**src/rtl/debounce_scheduler.sv**
```systemverilog
// debounce_scheduler: round-robin sharing of one debounce timer across N_BUTTONS synchronized inputs
module debounce_scheduler #(
    parameter int N_BUTTONS = 4,
    parameter int DEBOUNCE_TIME = 100,
    localparam int IDX_W = (N_BUTTONS > 1) ? $clog2(N_BUTTONS) : 1
) (
    input  logic                 clk,
    input  logic                 rst,
    input  logic [N_BUTTONS-1:0] real_buttons,
    output logic [N_BUTTONS-1:0] debounced_buttons,
    output logic [N_BUTTONS-1:0] press_pulse,
    output logic [N_BUTTONS-1:0] release_pulse,
    output logic                 busy,
    output logic [IDX_W-1:0]     active_idx
);
    localparam int CNT_W = $clog2(DEBOUNCE_TIME + 1);
    localparam logic [CNT_W-1:0] LAST = CNT_W'(DEBOUNCE_TIME - 1);
    typedef enum logic {IDLE, COUNT} state_t;
    state_t               state;
    logic [N_BUTTONS-1:0] sync1, sync2, mismatch;
    logic [IDX_W-1:0]     rr_ptr, gnt, nxt;
    logic [CNT_W-1:0]     timer;
    logic                 target, any_mis;
    function automatic int wrap(input int v);
        return v >= N_BUTTONS ? v - N_BUTTONS : v;
    endfunction
    assign mismatch = sync2 ^ debounced_buttons;
    assign nxt = (active_idx == IDX_W'(N_BUTTONS - 1)) ? '0 : active_idx + 1'b1;
    always_comb begin
        any_mis = 1'b0;
        gnt = '0;
        for (int k = 0; k < N_BUTTONS; k++) begin
            if (!any_mis && mismatch[wrap(int'(rr_ptr) + k)]) begin
                any_mis = 1'b1;
                gnt = IDX_W'(wrap(int'(rr_ptr) + k));
            end
        end
    end
    always_ff @(posedge clk or negedge rst) begin
        if (!rst) begin
            state <= IDLE;
            sync1 <= '0;
            sync2 <= '0;
            debounced_buttons <= '0;
            press_pulse <= '0;
            release_pulse <= '0;
            busy <= 1'b0;
            active_idx <= '0;
            rr_ptr <= '0;
            timer <= '0;
            target <= 1'b0;
        end else begin
            sync1 <= real_buttons;
            sync2 <= sync1;
            press_pulse <= '0;
            release_pulse <= '0;
            if (state == IDLE) begin
                if (any_mis) begin
                    state <= COUNT;
                    busy <= 1'b1;
                    active_idx <= gnt;
                    target <= sync2[gnt];
                    timer <= '0;
                end
            end else if (sync2[active_idx] != target || timer == LAST) begin
                // a held level commits; a changed level aborts with no output change
                if (sync2[active_idx] == target) begin
                    debounced_buttons[active_idx] <= target;
                    press_pulse[active_idx] <= target;
                    release_pulse[active_idx] <= ~target;
                end
                state <= IDLE;
                busy <= 1'b0;
                active_idx <= '0;
                rr_ptr <= nxt;
            end else begin
                timer <= timer + 1'b1;
            end
        end
    end
endmodule

```
**config.mk**
```make
export PLATFORM = sky130hd
export DESIGN_NAME = debounce_scheduler
export DESIGN_NICKNAME = d
export VERILOG_FILES = /design/src/rtl/debounce_scheduler.sv
export SDC_FILE = /design/constraint.sdc
export NUM_CORES = 1
export LEC_CHECK = 0
export BUFFER_PORTS_ARGS = -buffer_cell sky130_fd_sc_hd__buf_2
export CAP_MARGIN = 20
export CORE_MARGIN = 2
export CORE_UTILIZATION = 50
export DETAILED_ROUTE_END_ITERATION = 8
export PLACE_DENSITY = 0.71
export SETUP_SLACK_MARGIN = 0.3
export SYNTH_ARGS = -nofsm -noshare
export SYNTH_HDL_FRONTEND = slang
export SYNTH_SLANG_ARGS = --single-unit
```
**constraint.sdc**
```tcl
create_clock -name clk -period 3.81 [get_ports clk]
set_input_delay 0 -clock clk [delete_from_list [all_inputs] [get_ports clk]]
set_output_delay 0 -clock clk [all_outputs]
set_load 0.03 [all_outputs]
```
==> Word-level counts from Yosys, hierarchy flattened <==
Index checks and enable logic that the tools add are counted.
{ "classes": {"eq_ne": 6, "addsub": 9, "order_cmp": 11, "n_bitwise": 5, "n_reduce_logical": 14, "muxes": 50} }
{ "ops": {"columns": ["cell", "n"], "rows": [
  ["$lt A32 B4 Y1 const B", 4],
  ["$mux W32", 4],
  ["$mux W4", 6],
  ["$mux W1", 21],
  ["$mux W7", 3],
  ["$mux W2", 8],
  ["$bmux W1 S2", 6],
  ["$sub A3 B3 Y4 const B", 3],
  ["$ge A3 B3 Y1 const B", 3],
  ["$and A4 B4 Y4", 2],
  ["$reduce_and A2 Y1", 4],
  ["$add A7 B1 Y7 const B", 1],
  ["$eq A7 B7 Y1 const B", 1],
  ["$add A2 B2 Y3 const B", 2],
  ["$lt A2 B3 Y1 const B", 2],
  ["$bwmux W4", 1],
  ["$logic_and A1 B1 Y1", 4],
  ["$sub A2 B3 Y4 const B", 1],
  ["$xor A4 B4 Y4", 1],
  ["$add A2 B1 Y3 const B", 1],
  ["$ge A2 B3 Y1 const B", 1],
  ["$logic_not A1 Y1", 3],
  ["$reduce_and A3 Y1", 1],
  ["$add A2 B1 Y2 const B", 1],
  ["10 further kinds", 11]
]} }
{ "totals": {"register_bits": 34, "input_bits": 6} }

==> Depth between registers and ports, before layout <==
Gate-level depths: netlist of run 1.
{ "logic_depth": {"word_depth": 17, "mapped_depth": 6, "ltp_nobuf": 6} }

==> Worst setup path after synthesis of run 1 <==
No wires, ideal clock.
{ "synth_timing": {"kind": "flip-flop to flip-flop", "start": "register active_idx[0]", "end": "register debounced_buttons[0]", "synth_period_minus_slack_ns": 2.057, "required_time_ns": 3.691, "path_stages_with_launch": 7, "t_arrival_ns": 1.938, "setup_ns": 0.119, "n_path_buf": 0, "setup_slack_ns": 1.753, "path_cell_list": "dfrtp_1 mux4_2 xnor2_2 nand2_1 nor2_4 and3_2 a21o_2"} }
{ "synth_between": {"elab_chain_len": 5} }
{ "synth_lines": {"columns": ["element", "line", "source"], "rows": [
  ["start, declared", "14", "output logic [IDX_W-1:0] active_idx"],
  ["start signal, assigned", "61", "active_idx <= gnt;"],
  ["$lt A2 B3 Y1 (implied by the code), or another cell as far along", "68", "debounced_buttons[active_idx] <= target;"],
  ["$logic_and A1 B1 Y1 (implied by the code) / $mux W1 (equally long branches)", "68, 65, 67", null],
  ["$mux W1 (implied by the code) / $ne A1 B1 Y1 (equally long branches)", "68, 65", null],
  ["$demux W1 S2 / $logic_or A1 B1 Y1 (equally long branches)", "68, 65", null],
  ["$bwmux W4 / $reduce_and A3 Y1 (equally long branches)", null, null],
  ["end signal, assigned by index", "68", null],
  ["end, declared", "10", "output logic [N_BUTTONS-1:0] debounced_buttons,"]
]} }
Parallel ways exist; a longest one is shown, timed or not. The select of a mux whose other input is x is not followed.
A chain may end at the register's enable or synchronous reset.

==> Worst setup path in the final report of run 1 <==
{ "layout_timing": {"start": "register sync2[2]", "end": "register target"} }
{ "layout_between": {"elab_chain_len": 16} }
{ "layout_lines": {"columns": ["element", "line", "source"], "rows": [
  ["start, declared", "20", "logic [N_BUTTONS-1:0] sync1, sync2, mismatch;"],
  ["start signal, assigned", "54", "sync2 <= sync1;"],
  ["$xor A4 B4 Y4", "27", "assign mismatch = sync2 ^ debounced_buttons;"],
  ["$bmux W1 S2", "33", "if (!any_mis && mismatch[wrap(int'(rr_ptr) + k)]) begin"],
  ["$mux W1 (implied by the code) (2 in a row)", "33", null],
  ["$mux W1", "33", null],
  ["$logic_not A1 Y1", "33", null],
  ["$logic_and A1 B1 Y1", "33", null],
  ["$mux W1", "33", null],
  ["$logic_not A1 Y1", "33", null],
  ["$logic_and A1 B1 Y1", "33", null],
  ["$mux W1", "33", null],
  ["$logic_not A1 Y1", "33", null],
  ["$logic_and A1 B1 Y1", "33", null],
  ["$mux W2", "33", null],
  ["$bmux W1 S2", "62", "target <= sync2[gnt];"],
  ["$mux W1 (implied by the code)", "62", null],
  ["end signal, assigned", "62", null],
  ["end, declared", "23", "logic target, any_mis;"]
]} }
Parallel ways exist; a longest one is shown, timed or not. The select of a mux whose other input is x is not followed.

==> run_results.csv, run 1 <==
group,metric,value,unit
power_and_ir_drop,power.density,630,mW/mm^2
cells_and_area,syn_to_final_growth,17.2,%
clock_network,htreeDepth,2,
timing,finalSetupViolations,0,
min_path,hold_class,"input pin to async pin",
floorplan,core-area,0.00298,sq mm
grt,grt_pass1_wl,4530,um
routing,routedWlPerCell,14.8,um
power_and_ir_drop,seqPwrFrac,43.4,%
timing,finalCritPeriodShare,53.1,%
timing,fin_skew,0.0125,ns
cells_and_area,mostFrequentLayoutCells,"dfrtp_1 (34), buf_2 (20), nand2_1 (16), nor2_1 (11), nand3_1 (10)",
clock_network,cts_buffers,5,
clock_network,cts_max_path_buffers,2,
floorplan,io_pins,21,
routing,vias,1136,
synthesis,synth_cells,137,
power_and_ir_drop,p_sw,0.438,mW
setup_path,timing.rr.start,"sync2[2]",
placement,dp_hpwl,2180,um
power_and_ir_drop,pwr-share-comb,33.1,%
routing,wl,2970,um
synthesis,yosys.cell_types.count,41,
synthesis,syn-num-nets,148,
clock_network,path_clk_slew,0.12,ns
synthesis,syn-cell-area,0.00154,sq mm
setup_path,rr_worst_depth,6,
routing,routed_via_density,5.65,
floorplan,start_util,51.7,%
run,maxCapViolations,0,
routing,drc,0,
clock_network,cts-resized-gates,0,
timing,setup-tns-final,0,ns
timing,finalHoldViolCount,0,
placement,port_buffers,20,
floorplan,die_area,0.00354,sq mm
timing,worst_pin_slew,0.729,ns
cells_and_area,nets,178,
setup_path,max_stage_delay,0.44,ns
power_and_ir_drop,leakage,0.887,nW
routing,drt.antenna.violating_nets,0,
cells_and_area,diodes,0,
placement,place.gp.congestion,0.812,
setup_path,worstSetupStartpointType,"flip-flop",
cells_and_area,post-route-util,60.6,%
clock_network,cts_tree,"yes",
floorplan,die_w,59.5,um
grt,overflow,0,
power_and_ir_drop,intPower,0.699,mW
setup_path,slowest_stage,"xnor2_1",
setup_path,cp-end-kind,"flip-flop",
clock_network,root_buffer,"clkbuf_4",
power_and_ir_drop,swShare,38.5,%
timing,timing.slew.headroom,51.4,%
clock_network,clk_latency,0.34,ns
timing,maxSlewViolCount,0,
setup_path,cp_max_fo,6,
power_and_ir_drop,ir_worst_vdd,0.357,mV
grt,track_usage,18.2,%
grt,antenna_found_initial,0,
setup_path,r2r_end,"target",
grt,grt_pass1_vias,976,
setup_path,arrival,2.29,ns
timing,rsz0062_at_grt,"false",
synthesis,syn_area_per_cell,11.2,sq um
setup_path,crit_type,"flip-flop to flip-flop",
clock_network,cts.sinks,34,
routing,drtIter0Drc,39,
floorplan,die_h,59.5,um
routing,drt_pass1_iterations,4,
setup_path,path_cells,"xnor2_1, a2bb2oi_1, o211ai_1, mux2i_1, or2_1, a31oi_1",
synthesis,yosys_warnings,0,
grt,grt_max_degree,35,
cells_and_area,layout_commonest_cell,"dfrtp_1",
cells_and_area,drive_above_1_share,25.0,%
setup_path,required,4.07,ns
outcome,status,"finished clean",
power_and_ir_drop,p_clk_share,23.4,%
floorplan,core.rowCount,20,
timing,post-route-min-period,2.02,ns
synthesis,yosysSeqAreaShare,55.3,%
timing,fmaxAchievable,494,MHz
setup_path,rrSetupSlack,1.79,ns
synthesis,ys_seq_elements,34,
[kinds of logic (layout without fill, tap and decap cells)]
family                     after synthesis  after routing  share of synthesized area, %
xor gates and xnor gates                10             10                          6.18
buffers and inverters                    6             37                          1.54
and+or+nand+nor                         56             56                          19.0
DFF                                     34             34                          55.3
AOI/OAI and AO/OA                       22             22                          10.4
muxes                                    4              4                          3.50
adders and majority gates                5              5                          4.07
[sequential cells by signal (all words and copies together) (netlist names)]
signal and flops:
active_idx 2, busy 1, debounced_buttons 4, press_pulse 4, release_pulse 4, rr_ptr 2, state 1, sync1 4
sync2 4, target 1, timer 7
[metal layers]
metal	track usage (%)	wire [um]	vias to the layer above
li1	-	-	548
met1	23.4	1360	557
met2	27.6	1430	27
met3	7.21	148	4
met4	6.82	32	0
met5	0	0	-
[worst max-delay path: cells and delay by family, from the launching register on]
kind,cells,cell delay [ns]
AO/OA/AOI/OAI,3,0.71
XOR/XNOR,1,0.44
AND/OR/NAND/NOR,1,0.22
multiplexers,1,0.15
flip-flops,1,0.42
[per-stage QoR]
stage / power, mW / cell area (sq um) / worst slack (ns) / hold WS, ns / instances
2_1_floorplan: 0.776 / 1540 / 1.75 / -0.296 / 137
3_3_place_gp: 0.858 / 1670 / 1.87 / 0.0862 / 188
3_5_place_dp: 0.870 / 1670 / 1.81 / 0.106 / 188
4_1_cts: 1.14 / 1800 / 1.79 / 0.260 / 201
5_1_grt: 1.21 / 1800 / 1.66 / 0.267 / 201
6_report: 1.14 / 1800 / 1.79 / 0.255 / 201
[cells in the mapped netlist, drive strengths merged]
cell      n  share of area (%)
nor2     12                3.4
mux2      1               0.73
a21oi     1               0.32
and4b     1               0.65
nor4      1               0.41
buf       2               0.57
a211oi    1               0.49
o22ai     1               0.41
mux4      1                1.5
nand3b    1               0.49
o21ba     1               0.65
dfrtp    34                 55
o211ai    2               0.98
nor4b     1               0.57
nand4     2               0.81
mux2i     2                1.3
nand2b    1               0.41
a31oi     1               0.41
o311ai    1               0.57
a41o      1               0.65
and4      2                1.1
nor3      1               0.32
xnor2     5                3.3
and3      4                1.9
a21o      3                1.7
o21ai     5                1.6
or2       1               0.41
inv       4               0.98
o31ai     3                1.5
nand3    10                3.3
nand2    18                4.7
a2bb2oi   1               0.57
a41oi     1               0.57
and2      1               0.57
ha        5                4.1
xor2      5                2.8
[area by class of cell]
class,instances,area (sq um)
Fill cell,237,1170
Sequential cell,34,851
Multi-Input combinational cell,97,664
Timing Repair Buffer,25,150
Clock inverter,3,45.0
Tap cell,33,41.3
Clock buffer,5,37.5
Inverter,4,15.0
[power by group through the flow]
stage	Sequential, mW	Combinational, mW	Clock [mW]
2_1_floorplan	0.506	0.270	0
3_3_place_gp	0.496	0.362	0
3_5_place_dp	0.500	0.370	0
4_1_cts	0.492	0.376	0.277
5_1_grt	0.504	0.414	0.287
6_report	0.494	0.377	0.266
[how the worst max path moves through the flow]
stage	startpoint	to
global route	sync2[2]	target
floorplan	active_idx[0]	debounced_buttons[0]
detailed placement	active_idx[0]	debounced_buttons[0]
global placement	active_idx[0]	rr_ptr[1]
CTS	active_idx[0]	debounced_buttons[0]
finish	sync2[2]	target
[repair_timing]
action | in CTS | in global routing
endpoints found under the hold margin | 38 | 0
buffers inserted | 0 | 0
hold buffers | 5 | 0
Power figures use the tool's default switching activity.
==> run 2, diff against run 1 <==
--- a/config.mk
+++ b/config.mk
@@ -10,7 +10,7 @@
 export CORE_MARGIN = 2
 export CORE_UTILIZATION = 50
 export DETAILED_ROUTE_END_ITERATION = 8
-export PLACE_DENSITY = 0.71
+export PLACE_DENSITY = 0.74
 export SETUP_SLACK_MARGIN = 0.3
 export SYNTH_ARGS = -nofsm -noshare
 export SYNTH_HDL_FRONTEND = slang
==> constraint.sdc (replaced) <==
create_clock -name clk -period 1.78 [get_ports clk]
set_input_delay 0 -clock clk [delete_from_list [all_inputs] [get_ports clk]]
set_output_delay 0 -clock clk [all_outputs]
set_load 0.03 [all_outputs]
==> run 2 against run 1 <==
  * The run now ends with negative setup slack left
  * Clock skew increased by 0.0051 ns
  * Critical path depth is the same
  * Sequential cell count unchanged
  * Die area is the same
  * Final cell count increased by 11%
  * Via count is 8.0% higher
  * Sequential share of layout area is 7.2 points lower
  * Combinational power grew to 3.6 times the previous value
  * Cell area up 19%
  * Worst hold slack improved by 0.024 ns
  * Wire length grew 19%
  * Critical path type unchanged
  * Critical endpoint is now debounced_buttons[2]
==> run_results.csv, run 2 (same netlist as run 1, synthesis figures left out) <==
group,metric,value,unit
power_and_ir_drop,p_sw,1.11,mW
timing,finalWorstSetupSlack,-0.0986,ns
routing,drt.antenna.violating_nets,0,
timing,finalSetupViolations,11,
grt,antenna_found_initial,0,
timing,hold_slack,0.279,ns
outcome,status,"finished, violations left",
floorplan,start_util,51.7,%
setup_path,max_stage_delay,0.52,ns
routing,drtIter0Drc,73,
power_and_ir_drop,leakage,1.02,nW
setup_path,slowest_stage,"mux4_2",
setup_path,timing.rr.start,"sync2[0]",
setup_path,rr_worst_depth,6,
setup_path,path_cells,"mux4_2, xnor2_2, nand2_2, nor2_4, nand2_2, a21o_2",
routing,routedWlPerCell,15.8,um
setup_path,cp-end-kind,"flip-flop",
routing,drt_pass1_iterations,4,
clock_network,cts.sinks,34,
clock_network,root_buffer,"clkbuf_4",
power_and_ir_drop,power.density,1290,mW/mm^2
power_and_ir_drop,seqPwrFrac,37.4,%
timing,timing.slew.headroom,51.1,%
grt,grt_pass1_wl,5780,um
cells_and_area,largest_reg_flops,7,
setup_path,worstSetupStartpointType,"flip-flop",
timing,worst_pin_slew,0.734,ns
cells_and_area,final_cells,223,
cells_and_area,fill_cells,194,
cells_and_area,diodes,0,
routing,wl,3530,um
power_and_ir_drop,swShare,40.4,%
floorplan,io_pins,21,
cells_and_area,mostFrequentLayoutCells,"dfrtp_1 (30), buf_2 (20), buf_4 (17), nand2_1 (11), nor2_1 (9)",
cells_and_area,top_register,"timer",
placement,place.gp.congestion,0.865,
power_and_ir_drop,ir_worst_vdd,0.873,mV
grt,grt_max_degree,35,
timing,maxSlewViolCount,0,
floorplan,die_w,59.5,um
setup_path,cp_max_fo,6,
clock_network,htreeDepth,2,
floorplan,die_area,0.00354,sq mm
routing,drc,0,
timing,fmaxAchievable,532,MHz
outcome,violations,"negative setup slack",
setup_path,required,2.01,ns
run,maxCapViolations,0,
setup_path,crit_type,"flip-flop to flip-flop",
timing,setup-tns-final,-0.526,ns
cells_and_area,layout_commonest_cell,"dfrtp_1",
floorplan,core.rowCount,20,
timing,finalCritPeriodShare,106,%
power_and_ir_drop,p_total,2.76,mW
grt,track_usage,22.7,%
cells_and_area,nets,201,
grt,grt_pass1_vias,1219,
setup_path,rrSetupSlack,-0.1,ns
power_and_ir_drop,p_clk_share,13.7,%
timing,rsz0062_at_grt,"true",
timing,fin_skew,0.0175,ns
setup_path,arrival,2.10,ns
cells_and_area,seq_area,856,sq um
clock_network,clk_latency,0.33,ns
floorplan,die_h,59.5,um
setup_path,path_common_cell,"nand2_2",
clock_network,cts_max_path_buffers,2,
setup_path,r2r_end,"debounced_buttons[2]",
cells_and_area,syn_to_final_growth,39.0,%
routing,vias,1227,
floorplan,core-area,0.00298,sq mm
power_and_ir_drop,intPower,1.64,mW
clock_network,cts_tree,"yes",
cells_and_area,drive_above_1_share,45.8,%
cells_and_area,multiInputGateArea,837,sq um
power_and_ir_drop,pwr-share-comb,48.9,%
clock_network,cts_buffers,5,
placement,dp.cells,202,
routing,routed_via_density,5.50,
timing,finalHoldViolCount,0,
clock_network,path_clk_slew,0.10,ns
placement,dp_hpwl,2320,um
timing,post-route-min-period,1.88,ns
cells_and_area,post-route-util,71.8,%
placement,port_buffers,20,
setup_path,critPathBufInv,0,
min_path,hold_class,"input pin to async pin",
grt,overflow,0,
setup_path,crit_family,"multiplexers",
run 2: worst reg2reg max path, cell delays in order, from the launching register on:
cell     delay [ns]
dfrtp_1        0.43
mux4_2         0.52
xnor2_2        0.22
nand2_2        0.11
nor2_4         0.19
nand2_2        0.10
a21o_2         0.22
run 2: repair_timing:
item / CTS / global route
setup endpoints to repair: 26 / 26
hold endpoints to repair: 38 / 0
hold buffers: 5 / 0
resized for setup: 20 / 10
buffers inserted: 5 / 4
pin swaps: 13 / 8
run 2: through the flow:
stage / cell area [sq um] / worst slack [ns]
after floorplan: 1600 / -0.138
after global placement: 1840 / -0.00417
after detailed placement: 1840 / -0.0823
after CTS: 2070 / -0.0568
after global routing: 2140 / -0.143
final: 2140 / -0.0986
run 2: power groups by stage:
| stage | logic, mW | registers, mW | clock network (mW) |
|---|---|---|---|
| after CTS | 1.20 | 1.03 | 0.393 |
| final | 1.35 | 1.03 | 0.378 |
| after global routing | 1.46 | 1.05 | 0.433 |
| after detailed placement | 1.04 | 1.04 | 0 |
| after floorplan | 0.634 | 1.09 | 0 |
| after global placement | 1.01 | 1.02 | 0 |
run 2: worst max-delay path by stage:
stage	startpoint	endpoint	depth (start not counted)
CTS	active_idx[0]	debounced_buttons[2]	6
finish	sync2[0]	debounced_buttons[2]	6
floorplan	active_idx[0]	rr_ptr[1]	5
global route	sync2[0]	debounced_buttons[0]	6
detailed placement	sync2[3]	release_pulse[1]	5
global placement	sync2[0]	target	7
run 2: routing by layer:
layer	track usage (%)	vias up	share of wire, %
met2	35.3	33	51
met1	30.3	596	43
met3	4.59	9	3.8
met4	10.7	0	2.2
li1	-	589	-
met5	0	-	0
run 2: layout make-up:
class,instances,share of cell area (%)
clock buffers,7,2.11
multi-input cells,97,39.1
flip-flops and latches,34,40.0
repair buffers,48,16.1
inverters,4,0.702
well taps,33,1.93
==> run 3, diff against run 2 <==
--- a/config.mk
+++ b/config.mk
@@ -9,9 +9,11 @@
 export CAP_MARGIN = 20
 export CORE_MARGIN = 2
 export CORE_UTILIZATION = 50
+export CTS_BUF_LIST = sky130_fd_sc_hd__clkbuf_4
 export DETAILED_ROUTE_END_ITERATION = 8
 export PLACE_DENSITY = 0.74
 export SETUP_SLACK_MARGIN = 0.3
+export SLEW_MARGIN = 20
 export SYNTH_ARGS = -nofsm -noshare
 export SYNTH_HDL_FRONTEND = slang
 export SYNTH_SLANG_ARGS = --single-unit
==> run 3 against run 2 <==
  * Critical path type unchanged
  * Clock power is 9.5% higher
  * Cell area is 1.1% lower
  * Die area stayed put
  * Sequential share of layout area is 0.43 points higher
  * Highest routed layer unchanged
  * Utilization is 0.76 points lower
  * The run still ends with negative setup slack left
  * Worst hold slack better by 0.0012 ns
==> run_results.csv, run 3 (same netlist as run 1, synthesis figures left out) <==
group,metric,value,unit
routing,drc,0,
cells_and_area,diodes,0,
timing,finalWorstSetupSlack,-0.0760,ns
floorplan,io_pins,21,
setup_path,cp_max_fo,6,
clock_network,path_clk_slew,0.11,ns
routing,drt_pass1_iterations,4,
grt,overflow,0,
clock_network,cts_buffers,5,
cells_and_area,largest_reg_flops,7,
cells_and_area,fin_area,0.00212,sq mm
timing,finalSetupViolations,12,
setup_path,path_cells,"mux4_2, xnor2_2, nand2_2, nor2_4, nand2_2, a21o_2",
timing,hold_slack,0.280,ns
setup_path,crit_family,"multiplexers",
grt,grt_pass1_vias,1255,
cells_and_area,top_register,"timer",
min_path,hold_class,"input pin to async pin",
routing,routed_via_density,5.61,
timing,rsz0062_at_grt,"true",
routing,routedWlPerCell,15.7,um
cells_and_area,syn_to_final_growth,37.6,%
placement,place.gp.congestion,0.865,
timing,worst_pin_slew,0.767,ns
power_and_ir_drop,leakage,1.01,nW
setup_path,worstSetupStartpointType,"flip-flop",
routing,drtIter0Drc,88,
setup_path,max_stage_delay,0.52,ns
outcome,violations,"negative setup slack",
placement,dp.cells,202,
setup_path,critPathBufInv,0,
placement,post-place-ws,-0.0823,ns
clock_network,htreeDepth,2,
cells_and_area,drive_above_1_share,45.5,%
floorplan,die_h,59.5,um
routing,drt.antenna.violating_nets,0,
timing,timing.slew.headroom,48.9,%
timing,fmaxAchievable,539,MHz
clock_network,cts.sinks,34,
timing,finalHoldViolCount,0,
clock_network,clk_latency,0.33,ns
clock_network,cts_max_path_buffers,2,
setup_path,cp-end-kind,"flip-flop",
setup_path,crit_type,"flip-flop to flip-flop",
clock_network,cts_tree,"yes",
grt,grt_max_degree,35,
setup_path,arrival,2.06,ns
setup_path,required,1.99,ns
placement,dp_hpwl,2320,um
floorplan,start_util,51.7,%
cells_and_area,nets,198,
cells_and_area,final_cells,220,
setup_path,slowest_stage,"mux4_2",
placement,port_buffers,20,
cells_and_area,layout_commonest_cell,"dfrtp_1",
timing,maxSlewViolCount,0,
routing,wl,3450,um
power_and_ir_drop,ir_worst_vdd,0.855,mV
setup_path,path_common_cell,"nand2_2",
timing,post-route-min-period,1.86,ns
cells_and_area,mostFrequentLayoutCells,"dfrtp_1 (30), buf_2 (20), buf_4 (15), nand2_1 (12), nor2_1 (10)",
grt,antenna_found_initial,0,
floorplan,die_w,59.5,um
timing,fin_skew,0.0228,ns
power_and_ir_drop,p_total,2.73,mW
grt,track_usage,21.4,%
power_and_ir_drop,power.density,1290,mW/mm^2
grt,grt_pass1_wl,5550,um
routing,vias,1235,
run,maxCapViolations,0,
placement,postPlaceCellArea,0.00184,sq mm
clock_network,root_buffer,"clkbuf_4",
timing,finalCritPeriodShare,104,%
outcome,status,"finished, violations left",
floorplan,die_area,0.00354,sq mm
floorplan,core.rowCount,20,
floorplan,core-area,0.00298,sq mm
[run 3: layout make-up]
cell class,instances,area (sq um)
sequential,34,856
timing repair buffer,45,319
multi-input combinational,97,833
clock buffer,7,52.6
fill,193,861
tap,33,41.3
inverter,4,15.0
[run 3: final timing paths]
check / start / slack [ns] / cells past startpoint / end
max: sync2[0] / -0.08 / 6 / debounced_buttons[3]
min: rst / 0.28 / 2 / release_pulse[2]
max reg2reg: sync2[0] / -0.08 / 6 / debounced_buttons[3]
min reg2reg: sync1[0] / 0.36 / 0 / sync2[0]
max in group asynchronous: rst / 0.95 / 2 / active_idx[0]
min in group clk: real_buttons[1] / 0.32 / 2 / sync1[1]
[run 3: layer usage]
layer | vias to the layer above | wire [um] | GRT usage (%) | share of wire [%]
met5 | - | 0 | 0 | 0
met4 | 0 | 46 | 10.4 | 1.3
met3 | 8 | 139 | 5.46 | 4.0
met2 | 29 | 1730 | 32.8 | 50
met1 | 612 | 1530 | 28.4 | 44
li1 | 586 | - | - | -
[run 3: worst reg2reg max path, delay by kind of cell, from the launching register on]
family / cells / cell delay, ns
mux: 1 / 0.52
simple gates: 3 / 0.37
compound gates: 1 / 0.21
flops: 1 / 0.43
xor+xnor: 1 / 0.22
[run 3: report_power, final]
part	total, mW	switching [mW]	internal [mW]	leakage, nW
registers	1.03	0.142	0.891	0.428
logic	1.29	0.725	0.561	0.548
clock network	0.414	0.234	0.179	0.0322
total	2.73	1.10	1.63	1.01
[run 3: metrics by stage]
step | setup TNS, ns | util [%]
after CTS | -0.344 | 69.7
final | -0.549 | 71.1
after global placement | -0.00730 | 61.8
after detailed placement | -0.665 | 61.8
after floorplan | -0.840 | -
after global routing | -1.50 | 71.1
[run 3: timing repair]
item                                    4_1_cts  5_1_grt
endpoints found under the setup margin       26       26
endpoints found under the hold margin        38        0
resized for setup                            20        8
hold buffers                                  5        0
setup buffers                                 5        1
pin swaps                                    13        5
